--- src/rtl/game_sequencer.sv ---
// rtl/game_sequencer.sv - IDLE/PLAY/DEAD game FSM with frame gating, scoring and collision latch (optional pause: GAME_SEQ_PAUSE_EN)
module game_sequencer #(
    parameter int DEAD_FRAMES  = 120,
    parameter int SCORE_PERIOD = 60,
    parameter int SCORE_W      = 8
) (
    input  logic               i_clk,
    input  logic               i_rst_n,
    input  logic               i_pix_stb,
    input  logic               i_animate,
    input  logic               i_flap,
    input  logic               i_hit,
`ifdef GAME_SEQ_PAUSE_EN
    input  logic               i_pause,
`endif
    output logic [1:0]         o_state,
    output logic               o_ani_en,
    output logic               o_obj_rst,
    output logic               o_flap_pulse,
    output logic [SCORE_W-1:0] o_score
);

    typedef enum logic [1:0] {
        IDLE  = 2'd0,
        PLAY  = 2'd1,
        DEAD  = 2'd2,
        PAUSE = 2'd3
    } state_t;

    localparam int DW = (DEAD_FRAMES > 1) ? $clog2(DEAD_FRAMES) : 1;
    localparam int FW = (SCORE_PERIOD > 1) ? $clog2(SCORE_PERIOD) : 1;
    localparam logic [DW-1:0]      DEAD_LAST  = DW'(DEAD_FRAMES - 1);
    localparam logic [FW-1:0]      FRAME_LAST = FW'(SCORE_PERIOD - 1);
    localparam logic [SCORE_W-1:0] SCORE_MAX  = '1;

    state_t             state, state_nx;
    logic               flap_q;
    logic               hit_q, hit_nx;
    logic [DW-1:0]      dead_cnt, dead_cnt_nx;
    logic [FW-1:0]      frame_cnt, frame_cnt_nx;
    logic [SCORE_W-1:0] score_nx;
    logic               ani_nx, obj_rst_nx, flap_pulse_nx;
    logic               frame_tick, hit_now, flap_rise, pause_rise;

    assign frame_tick = i_animate & i_pix_stb;
    assign hit_now    = i_hit & i_pix_stb;
    assign flap_rise  = i_flap & ~flap_q;

`ifdef GAME_SEQ_PAUSE_EN
    logic pause_q;
    assign pause_rise = i_pause & ~pause_q;

    always_ff @(posedge i_clk) begin
        if (!i_rst_n) pause_q <= 1'b0;
        else          pause_q <= i_pause;
    end
`else
    assign pause_rise = 1'b0;
`endif

    always_comb begin
        state_nx      = state;
        dead_cnt_nx   = dead_cnt;
        frame_cnt_nx  = frame_cnt;
        score_nx      = o_score;
        hit_nx        = 1'b0;
        ani_nx        = 1'b0;
        obj_rst_nx    = 1'b0;
        flap_pulse_nx = 1'b0;
        case (state)
            PLAY: begin
                hit_nx = hit_q | hit_now;
                if (frame_tick && (hit_q || hit_now)) begin
                    // collision beats any flap or pause arriving on the same tick
                    state_nx    = DEAD;
                    dead_cnt_nx = '0;
                    hit_nx      = 1'b0;
                end else if (pause_rise) begin
                    state_nx = PAUSE;
                    hit_nx   = 1'b0;
                end else begin
                    flap_pulse_nx = flap_rise;
                    if (frame_tick) begin
                        hit_nx = 1'b0;
                        ani_nx = 1'b1;
                        if (frame_cnt == FRAME_LAST) begin
                            frame_cnt_nx = '0;
                            if (o_score != SCORE_MAX)
                                score_nx = o_score + 1'b1;
                        end else begin
                            frame_cnt_nx = frame_cnt + 1'b1;
                        end
                    end
                end
            end
            DEAD: begin
                if (frame_tick) begin
                    if (dead_cnt == DEAD_LAST) state_nx = IDLE;
                    else                       dead_cnt_nx = dead_cnt + 1'b1;
                end
            end
`ifdef GAME_SEQ_PAUSE_EN
            PAUSE: begin
                if (pause_rise) state_nx = PLAY;
            end
`endif
            default: begin
                // IDLE; without the pause option the unused code 3 also lands here
                if (flap_rise) begin
                    state_nx     = PLAY;
                    obj_rst_nx   = 1'b1;
                    score_nx     = '0;
                    frame_cnt_nx = '0;
                end
            end
        endcase
    end

    always_ff @(posedge i_clk) begin
        if (!i_rst_n) begin
            state        <= IDLE;
            flap_q       <= 1'b0;
            hit_q        <= 1'b0;
            dead_cnt     <= '0;
            frame_cnt    <= '0;
            o_score      <= '0;
            o_ani_en     <= 1'b0;
            o_obj_rst    <= 1'b0;
            o_flap_pulse <= 1'b0;
        end else begin
            state        <= state_nx;
            flap_q       <= i_flap;
            hit_q        <= hit_nx;
            dead_cnt     <= dead_cnt_nx;
            frame_cnt    <= frame_cnt_nx;
            o_score      <= score_nx;
            o_ani_en     <= ani_nx;
            o_obj_rst    <= obj_rst_nx;
            o_flap_pulse <= flap_pulse_nx;
        end
    end

    assign o_state = state;

endmodule

--- config.mk ---
export PLATFORM = sky130hd
export DESIGN_NAME = game_sequencer
export DESIGN_NICKNAME = d
export VERILOG_FILES = /design/src/rtl/game_sequencer.sv
export SDC_FILE = /design/constraint.sdc
export NUM_CORES = 1
export LEC_CHECK = 0
export BUFFER_PORTS_ARGS = -buffer_cell sky130_fd_sc_hd__buf_2
export CAP_MARGIN = 20
export CORE_ASPECT_RATIO = 0.5
export CORE_MARGIN = 2
export CORE_UTILIZATION = 55
export CTS_CLUSTER_DIAMETER = 120
export CTS_CLUSTER_SIZE = 28
export DETAILED_ROUTE_END_ITERATION = 8
export PLACE_DENSITY = 0.76
export SLEW_MARGIN = 20
export SYNTH_ARGS = -nofsm -noshare
export SYNTH_HDL_FRONTEND = slang
export SYNTH_SLANG_ARGS = --single-unit
export TNS_END_PERCENT = 50
--- constraint.sdc ---
create_clock -name i_clk -period 2.8 [get_ports i_clk]
set_input_delay 0.14 -clock i_clk [delete_from_list [all_inputs] [get_ports i_clk]]
set_output_delay 0.14 -clock i_clk [all_outputs]
set_load 0.05 [all_outputs]
==> impl_metrics.env, run 1 <==
export IMPL_grt_pass1_wl_um=5590
export IMPL_syn_nets=192
export IMPL_grt_start_max_net_pins=15
export IMPL_post_route_cells_drive_above_1_share_pct=16.1
export IMPL_whs_path_depth=2
export IMPL_maxSlewViolCount=0
export IMPL_crit_fanout=12
export IMPL_cp_required_ns=3.01
export IMPL_vias_per_cell=6.13
export IMPL_yosysUniqueCellTypes=47
export IMPL_wire_per_inst_um=14.1
export IMPL_cts_tree="done"
export IMPL_stdcell_area_um2=1670
export IMPL_clock_path_buffers=2
export IMPL_ys_warnings_count=0
export IMPL_yosysTopAreaCellShare_pct=37.0
export IMPL_grt_pass1_vias=1212
export IMPL_synth_seq_area_share_pct=37.0
export IMPL_clock_skew_ns=0.00377
export IMPL_die_y_um=41.1
export IMPL_synth_area_leaders="dfxtp_1 (37%), nand2_1 (4.7%), ha_1 (4.1%), o31ai_1 (4.0%), nor2_1 (3.7%)"
export IMPL_crit_path_start_kind="register"
export IMPL_yosysMostFrequentCell="dfxtp_1"
export IMPL_synthCells=181
export IMPL_nNetsFinal=212
export IMPL_core_area_um2=2600
export IMPL_place_hpwl_um=2460
export IMPL_critical_path_class="register to register"
export IMPL_track_usage_pct=22.9
export IMPL_ys_flop_type="dfxtp_1"
export IMPL_via_count=1447
export IMPL_cts_num_sinks=28
export IMPL_synth_top_area_cell="dfxtp_1"
export IMPL_area_delta_synth_final_pct=10.4
export IMPL_synth_edff_count=0
export IMPL_hold_buffers=0
export IMPL_worstSetupEndpointType="register"
export IMPL_syn_avg_cell_area_um2=8.37
export IMPL_ys_ff_latch=28
export IMPL_reg2reg_from="o_state[0]"
export IMPL_num_rows=13
export IMPL_totalNegativeSetupSlack_ns=0
export IMPL_drt_pass1_iterations=4
export IMPL_hp_class="input port to register"
export IMPL_routabilityCongestion=0.903
export IMPL_htreeDepth=1
export IMPL_power_leakage_nw=0.586
export IMPL_max_slew_margin_rel_pct=51.7
export IMPL_worstHoldEndpoint="flap_q"
export IMPL_cp_data_arrival_time_ns=2.60
export IMPL_r2r_end="frame_cnt[3]"
export IMPL_maxCapViolations=0
export IMPL_final_hold_violation_count=0
export IMPL_ant_nets=0
export IMPL_max_freq_mhz=419
export IMPL_cts_resized=0
export IMPL_peakVddDrop_uv=296
export IMPL_synthArstFlopShare_pct=0
export IMPL_gr_total_overflow=0
export IMPL_drtIter0Drc=124
export IMPL_outcome="finished clean"
export IMPL_placed_cell_area_um2=1630
export IMPL_final_setup_viol_count=0
export IMPL_die_area_um2=3220
export IMPL_wl_um=3340
export IMPL_start_util_pct=58.2
export IMPL_min_period_ns=2.39
export IMPL_clk_pin_slew_ns=0.09
export IMPL_ff2ff_path_depth=6
export IMPL_ioPinCount=19
export IMPL_p_per_area_nw_per_um2=479
export IMPL_finalWorstSetupSlack_ns=0.411
export IMPL_rsz0062_at_grt="false"
export IMPL_antennaDiodeCount=0
export IMPL_fin_crit_sh_pct=85.3
export IMPL_synth_area_um2=1520
export IMPL_worstHoldStart="i_flap"
export IMPL_r2r_slack_ns=0.41
export IMPL_root_buffer="clkbuf_8"
export IMPL_cts_buffers_inserted=3
export IMPL_worst_slew_pin_slew_ns=0.719
export IMPL_drc=0
export IMPL_ys_top_cells_by_count="dfxtp_1 (28), nand2_1 (19), nor2_1 (15)"
export IMPL_insertion_delay_ns=0.27
export IMPL_port_buffers=18
export IMPL_fp_dieW_um=78.2
export IMPL_dp_slack_ns=0.440
export IMPL_antenna_found_initial=0
export IMPL_post_cts_setup_buffers=0
## metrics by stage
| stage | hold slack (ns) | std cells | total power, mW | util [%] |
|---|---|---|---|---|
| global placement | 0.375 | 233 | 0.592 | 62.7 |
| CTS | 0.0815 | 236 | 0.811 | 64.3 |
| detailed placement | 0.373 | 233 | 0.593 | 62.7 |
| global route | 0.0970 | 236 | 0.844 | 64.3 |
| finish | 0.0868 | 236 | 0.802 | 64.3 |
| floorplan | 0.219 | 181 | 0.564 | - |
## worst max-delay path by stage
stage                    start           end  slack [ns]  depth (start not counted)
finish              o_state[0]  frame_cnt[3]        0.41                          6
global route        o_state[0]  frame_cnt[3]        0.20                          6
CTS                 o_state[0]  frame_cnt[3]        0.42                          6
detailed placement  o_state[0]  frame_cnt[4]        0.44                          6
global placement    o_state[0]  frame_cnt[5]        0.50                          6
floorplan           o_state[1]  frame_cnt[2]        0.19                          8
## placed cells by master (no fill, tap or decap), types with 4 or more instances in the layout
master | Yosys | routed
dfxtp_1 | 28 | 28
nand2_1 | 19 | 19
buf_2 | 1 | 18
nor2_1 | 15 | 15
nand3_1 | 11 | 11
a21oi_1 | 10 | 10
inv_1 | 9 | 9
o31ai_1 | 8 | 8
nand3b_1 | 6 | 6
o21ai_0 | 6 | 6
nor3_1 | 5 | 5
ha_1 | 5 | 5
and2_1 | 4 | 4
o211ai_1 | 4 | 4
a31oi_1 | 4 | 4
nand4_1 | 4 | 4
## cell families after synthesis
group | synth area share, %
xor+xnor | 0.578
fa+ha+maj | 4.13
flops | 37.0
compound gates | 21.8
mux | 1.98
buf+inv | 4.54
simple gates | 30.0
## worst max-delay path, stage by stage (launching register included)
cell	delay (ns)
dfxtp_1	0.38
inv_1	0.06
ha_1	0.32
or4b_1	0.62
o31a_1	0.27
or4_1	0.51
a21oi_1	0.15
## registers in the layout, indices dropped and copies added (netlist names)
signal	count
o_score	8
o_state	2
hit_q	1
o_obj_rst	1
flap_q	1
frame_cnt	6
o_flap_pulse	1
o_ani_en	1
dead_cnt	7
## report_power, final
part           leakage (nW)  switching, mW  internal, mW
combinational         0.338          0.110        0.0501
sequential            0.227         0.0133         0.411
clock                0.0216          0.120        0.0967
total                 0.586          0.244         0.558
## metal layers
metal | part of all wire [%] | up-vias | routed length (um) | track usage (%)
li1 | - | 724 | - | -
met1 | 47 | 669 | 1580 | 28.9
met2 | 44 | 45 | 1460 | 40.3
met3 | 7.3 | 9 | 243 | 5.95
met4 | 1.6 | 0 | 55 | 7.02
met5 | 0 | - | 0 | 0
## area by class of cell
type | instances | area [um^2]
sequential | 28 | 561
fill | 237 | 930
clock buffer | 3 | 41.3
multi-input combinational | 139 | 886
timing repair buffer | 20 | 105
tap | 37 | 46.3
inverter | 9 | 33.8
No activity file was read; power rests on OpenSTA's default activity.
==> run 2, diff against run 1 <==
--- a/config.mk
+++ b/config.mk
@@ -9,11 +9,11 @@
 export CAP_MARGIN = 20
 export CORE_ASPECT_RATIO = 0.5
 export CORE_MARGIN = 2
-export CORE_UTILIZATION = 55
+export CORE_UTILIZATION = 56
 export CTS_CLUSTER_DIAMETER = 120
 export CTS_CLUSTER_SIZE = 28
 export DETAILED_ROUTE_END_ITERATION = 8
-export PLACE_DENSITY = 0.76
+export PLACE_DENSITY = 0.77
 export SLEW_MARGIN = 20
 export SYNTH_ARGS = -nofsm -noshare
 export SYNTH_HDL_FRONTEND = slang
==> run 2 against run 1 <==
Non-clock buffer count is the same. Via count unchanged. Highest routed layer unchanged. Largest power group unchanged. Register-to-register slack worse by 0.04 ns. Combinational power about the same. Critical endpoint unchanged.
==> impl_metrics.env, run 2 (synthesis results as in run 1) <==
export IMPL_outcome="finished clean"
export IMPL_num_rows=13
export IMPL_nNetsFinal=212
export IMPL_rsz0062_at_grt="false"
export IMPL_clk_pin_slew_ns=0.10
export IMPL_final_core_util_pct=65.8
export IMPL_track_usage_pct=22.4
export IMPL_hp_class="input port to register"
export IMPL_critical_path_class="register to register"
export IMPL_grt_start_max_net_pins=17
export IMPL_die_y_um=40.8
export IMPL_die_area_um2=3160
export IMPL_maxCapViolations=0
export IMPL_largest_reg_flops=8
export IMPL_p_int_uw=653
export IMPL_critPathSlowestCell="or4b_1"
export IMPL_r2r_slack_ns=0.37
export IMPL_core_area_um2=2590
export IMPL_post_cts_setup_buffers=0
export IMPL_antennaDiodeCount=0
export IMPL_placed_cell_area_um2=1630
export IMPL_max_freq_mhz=412
export IMPL_layout_common_cells="dfxtp_1 (28), nand2_1 (19), buf_2 (18)"
export IMPL_max_slew_margin_rel_pct=51.6
export IMPL_cts_resized=0
export IMPL_cts_buffers_inserted=3
export IMPL_root_buffer="clkbuf_8"
export IMPL_final_cells=237
export IMPL_hold_buffers=0
export IMPL_power_frac_seq_pct=46.6
export IMPL_post_route_cells_drive_above_1_share_pct=16.5
export IMPL_peakVddDrop_uv=245
export IMPL_r2r_end="frame_cnt[3]"
export IMPL_drtIter0Drc=85
export IMPL_vias_per_cell=6.11
export IMPL_cp_required_ns=2.97
export IMPL_totalNegativeSetupSlack_ns=0
export IMPL_holdWs_ns=0.0789
export IMPL_antenna_found_initial=0
export IMPL_switching_share_pct=28.2
export IMPL_largest_register="o_score"
export IMPL_final_hold_violation_count=0
export IMPL_drt_pass1_iterations=4
export IMPL_gr_total_overflow=0
export IMPL_cts_num_sinks=28
export IMPL_via_count=1447
export IMPL_worstHoldEndpoint="flap_q"
export IMPL_power_uw=910
export IMPL_clock_skew_ns=0.00329
export IMPL_clock_path_buffers=2
export IMPL_insertion_delay_ns=0.28
export IMPL_top_regs="o_score: 8 flops, dead_cnt: 7 flops, frame_cnt: 6 flops"
export IMPL_place_hpwl_um=2430
export IMPL_min_period_ns=2.43
export IMPL_fin_crit_sh_pct=86.8
export IMPL_p_sw_uw=257
export IMPL_finalWorstSetupSlack_ns=0.371
export IMPL_combPwrFrac_pct=17.9
export IMPL_p_per_area_nw_per_um2=534
export IMPL_port_buffers=18
export IMPL_crit_path_start_kind="register"
export IMPL_max_stage_delay_ns=0.64
export IMPL_worstSetupEndpointType="register"
export IMPL_crit_fanout=12
export IMPL_area_delta_synth_final_pct=12.4
export IMPL_place_inst=233
export IMPL_ant_nets=0
export IMPL_startpoint="o_state[0]"
export IMPL_grt_pass1_vias=1182
export IMPL_cts_tree="done"
export IMPL_routabilityCongestion=0.873
export IMPL_worst_slew_pin_slew_ns=0.720
export IMPL_grt_pass1_wl_um=5330
export IMPL_clkPwrFrac_pct=35.5
export IMPL_wl_um=3310
export IMPL_stdcell_area_um2=1700
export IMPL_worstHoldStart="i_flap"
export IMPL_fp_dieW_um=77.6
export IMPL_wire_per_inst_um=14.0
export IMPL_htreeDepth=1
export IMPL_layout_commonest_cell="dfxtp_1"
export IMPL_ioPinCount=19
export IMPL_reg2reg_from="o_state[0]"
export IMPL_final_setup_viol_count=0
export IMPL_drc=0
export IMPL_cp_data_arrival_time_ns=2.60
export IMPL_ff2ff_path_depth=7
export IMPL_whs_path_depth=2
export IMPL_dp_slack_ns=0.404
export IMPL_path_cells="inv_1, ha_1, or4b_1, o31a_1, o21ai_1, buf_4, a21oi_1"
export IMPL_maxSlewViolCount=0
export IMPL_start_util_pct=58.6
export IMPL_power_leakage_nw=0.600
[run 2: cell types whose count changed in the layout (fill, tap and decap cells not counted), sizes merged]
| cell | delta |
|---|---|
| bufinv | +1 |
[run 2: power groups by stage]
stage | Sequential [mW] | Clock (mW) | Combinational (mW)
5_1_grt | 0.426 | 0.346 | 0.178
4_1_cts | 0.424 | 0.328 | 0.162
6_report | 0.424 | 0.323 | 0.163
3_5_place_dp | 0.434 | 0 | 0.161
2_1_floorplan | 0.463 | 0 | 0.101
3_3_place_gp | 0.433 | 0 | 0.160
[run 2: cell type report]
class,count,area [um^2]
Multi-Input combinational cell,139,886
Fill cell,234,883
Sequential cell,28,561
Timing Repair Buffer,20,105
Tap cell,37,46.3
Clock buffer,3,41.3
Inverter,9,33.8
Clock inverter,1,30.0
[run 2: per-layer routing]
layer | routed length, um | GRT usage [%]
met3 | 169 | 7.05
met2 | 1550 | 40.0
met4 | 15 | 5.36
met5 | 0 | 0
met1 | 1570 | 27.8
[run 2: how the worst max path moves through the flow]
stage,to,slack (ns),cells after the start
floorplan,frame_cnt[2],0.19,8
global placement,frame_cnt[3],0.40,7
detailed placement,frame_cnt[3],0.40,7
CTS,frame_cnt[3],0.38,7
global route,frame_cnt[3],0.22,7
finish,frame_cnt[3],0.37,7
[run 2: worst max-delay path, delay by kind of cell, from the launching register on]
kind	cells	cell delay (ns)
adders and majority gates	1	0.33
AOI/OAI and AO/OA	3	0.70
buffers and inverters	2	0.27
DFF	1	0.38
and+or+nand+nor	1	0.64
==> run 3, diff against run 2 <==
--- a/config.mk
+++ b/config.mk
@@ -7,13 +7,14 @@
 export LEC_CHECK = 0
 export BUFFER_PORTS_ARGS = -buffer_cell sky130_fd_sc_hd__buf_2
 export CAP_MARGIN = 20
-export CORE_ASPECT_RATIO = 0.5
 export CORE_MARGIN = 2
-export CORE_UTILIZATION = 56
+export CORE_UTILIZATION = 59
+export CTS_BUF_LIST = sky130_fd_sc_hd__clkbuf_2
 export CTS_CLUSTER_DIAMETER = 120
 export CTS_CLUSTER_SIZE = 28
 export DETAILED_ROUTE_END_ITERATION = 8
-export PLACE_DENSITY = 0.77
+export HOLD_SLACK_MARGIN = 0.15
+export PLACE_DENSITY = 0.81
 export SLEW_MARGIN = 20
 export SYNTH_ARGS = -nofsm -noshare
 export SYNTH_HDL_FRONTEND = slang
==> run 3 against run 2 <==
Worst setup slack got worse by 0.10 ns. Hold slack improved by 0.12 ns. First-iteration DRC count decreased by 5.9%. Cell area increased by 1.5%. Clock power decreased by 23%. Critical endpoint is now o_score[6].
==> impl_metrics.env, run 3 (synthesis results as in run 1) <==
export IMPL_outcome="finished clean"
export IMPL_ant_nets=0
export IMPL_totalNegativeSetupSlack_ns=0
export IMPL_layout_common_cells="dfxtp_1 (28), nand2_1 (19), buf_2 (18)"
export IMPL_insertion_delay_ns=0.38
export IMPL_final_cells=236
export IMPL_worst_slew_pin_slew_ns=0.817
export IMPL_reg2reg_from="o_state[0]"
export IMPL_cts_resized=0
export IMPL_max_slew_margin_rel_pct=45.1
export IMPL_cp_data_arrival_time_ns=2.85
export IMPL_critical_path_class="register to register"
export IMPL_power_uw=850
export IMPL_largest_register="o_score"
export IMPL_cts_tree="done"
export IMPL_fp_dieW_um=54.7
export IMPL_grt_pass1_wl_um=5420
export IMPL_final_hold_violation_count=0
export IMPL_antennaDiodeCount=0
export IMPL_gr_total_overflow=0
export IMPL_root_buffer="clkbuf_2"
export IMPL_r2r_slack_ns=0.27
export IMPL_place_hpwl_um=2510
export IMPL_final_setup_viol_count=0
export IMPL_maxSlewViolCount=0
export IMPL_rsz0062_at_grt="false"
export IMPL_hp_class="input port to register"
export IMPL_cts_num_sinks=28
export IMPL_peakVddDrop_uv=383
export IMPL_final_core_util_pct=70.4
export IMPL_wl_um=3610
export IMPL_drc=0
export IMPL_grt_pass1_vias=1233
export IMPL_num_rows=18
export IMPL_drt_pass1_iterations=4
export IMPL_antenna_found_initial=0
export IMPL_largest_reg_flops=8
export IMPL_place_inst=226
export IMPL_min_period_ns=2.53
export IMPL_die_area_um2=2990
export IMPL_post_route_cells_drive_above_1_share_pct=16.0
export IMPL_cts_buffers_inserted=3
export IMPL_maxCapViolations=0
export IMPL_track_usage_pct=24.9
export IMPL_crit_path_start_kind="register"
export IMPL_r2r_end="o_score[6]"
export IMPL_clk_pin_slew_ns=0.28
export IMPL_dp_slack_ns=0.380
export IMPL_whs_path_depth=3
export IMPL_via_count=1537
export IMPL_drtIter0Drc=80
export IMPL_ff2ff_path_depth=5
export IMPL_routabilityCongestion=0.929
export IMPL_fin_crit_sh_pct=90.4
export IMPL_die_y_um=54.7
export IMPL_ioPinCount=19
export IMPL_port_buffers=18
export IMPL_htreeDepth=1
export IMPL_endpoint="o_score[6]"
export IMPL_area_delta_synth_final_pct=14.0
export IMPL_cp_required_ns=3.11
export IMPL_nNetsFinal=218
export IMPL_holdWs_ns=0.197
export IMPL_wire_per_inst_um=15.3
export IMPL_worstSetupEndpointType="register"
export IMPL_top_regs="o_score: 8 flops, dead_cnt: 7 flops, frame_cnt: 6 flops"
export IMPL_crit_fanout=10
export IMPL_stdcell_area_um2=1730
export IMPL_clock_skew_ns=0.00788
export IMPL_grt_start_max_net_pins=17
export IMPL_max_freq_mhz=395
export IMPL_vias_per_cell=6.51
export IMPL_layout_commonest_cell="dfxtp_1"
export IMPL_power_leakage_nw=0.620
export IMPL_placed_cell_area_um2=1620
export IMPL_finalWorstSetupSlack_ns=0.270
export IMPL_p_per_area_nw_per_um2=492
export IMPL_start_util_pct=61.7
export IMPL_startpoint="o_state[0]"
export IMPL_core_area_um2=2450
export IMPL_clock_path_buffers=2
==> run 3: changes by cell type in the layout (fill, tap and decap cells not counted) <==
cell,delta
clkbuf_2,+3
clkbuf_8,-3
dlygate4sd3_1,+6
==> run 3: final cells by class <==
| cell class | instances | area (um^2) |
|---|---|---|
| Clock buffer | 3 | 15.0 |
| Clock inverter | 1 | 30.0 |
| Sequential cell | 28 | 561 |
| Tap cell | 30 | 37.5 |
| Timing Repair Buffer | 26 | 165 |
| Multi-Input combinational cell | 139 | 886 |
| Fill cell | 192 | 727 |
| Inverter | 9 | 33.8 |
==> run 3: routing by layer <==
metal	part of all wire, %	global-route usage (%)	vias up	wire, um
li1	-	-	731	-
met1	43	32.8	718	1570
met2	47	41.7	79	1700
met3	7.5	2.46	9	272
met4	2.0	9.17	0	71
met5	0	0	-	0
==> run 3: where the power goes <==
group	switching (mW)	leakage, nW	total [mW]	internal (mW)
Clock	0.127	0.0266	0.250	0.123
Sequential	0.0140	0.227	0.427	0.413
Combinational	0.117	0.367	0.173	0.0556
==> run 3: worst min-delay path by stage <==
| stage | from | endpoint | slack (ns) |
|---|---|---|---|
| floorplan | i_hit | o_ani_en | 0.22 |
| finish | i_animate | hit_q | 0.20 |
| CTS | i_animate | hit_q | 0.17 |
| detailed placement | i_flap | flap_q | 0.37 |
| global route | i_animate | hit_q | 0.19 |
| global placement | i_hit | o_ani_en | 0.37 |
==> run 3: repair_timing <==
action                     4_1_cts  5_1_grt
hold buffers                     6        0
hold endpoints to repair        10        0
setup endpoints to repair        0        0
buffers inserted                 0        0
==> run 3: critical path, stage by stage, from the launching register on <==
cell and delay, ns:
dfxtp_1 0.46, ha_1 0.38, or3b_4 0.46, o31ai_1 0.71, a31oi_1 0.20, a31o_2 0.26
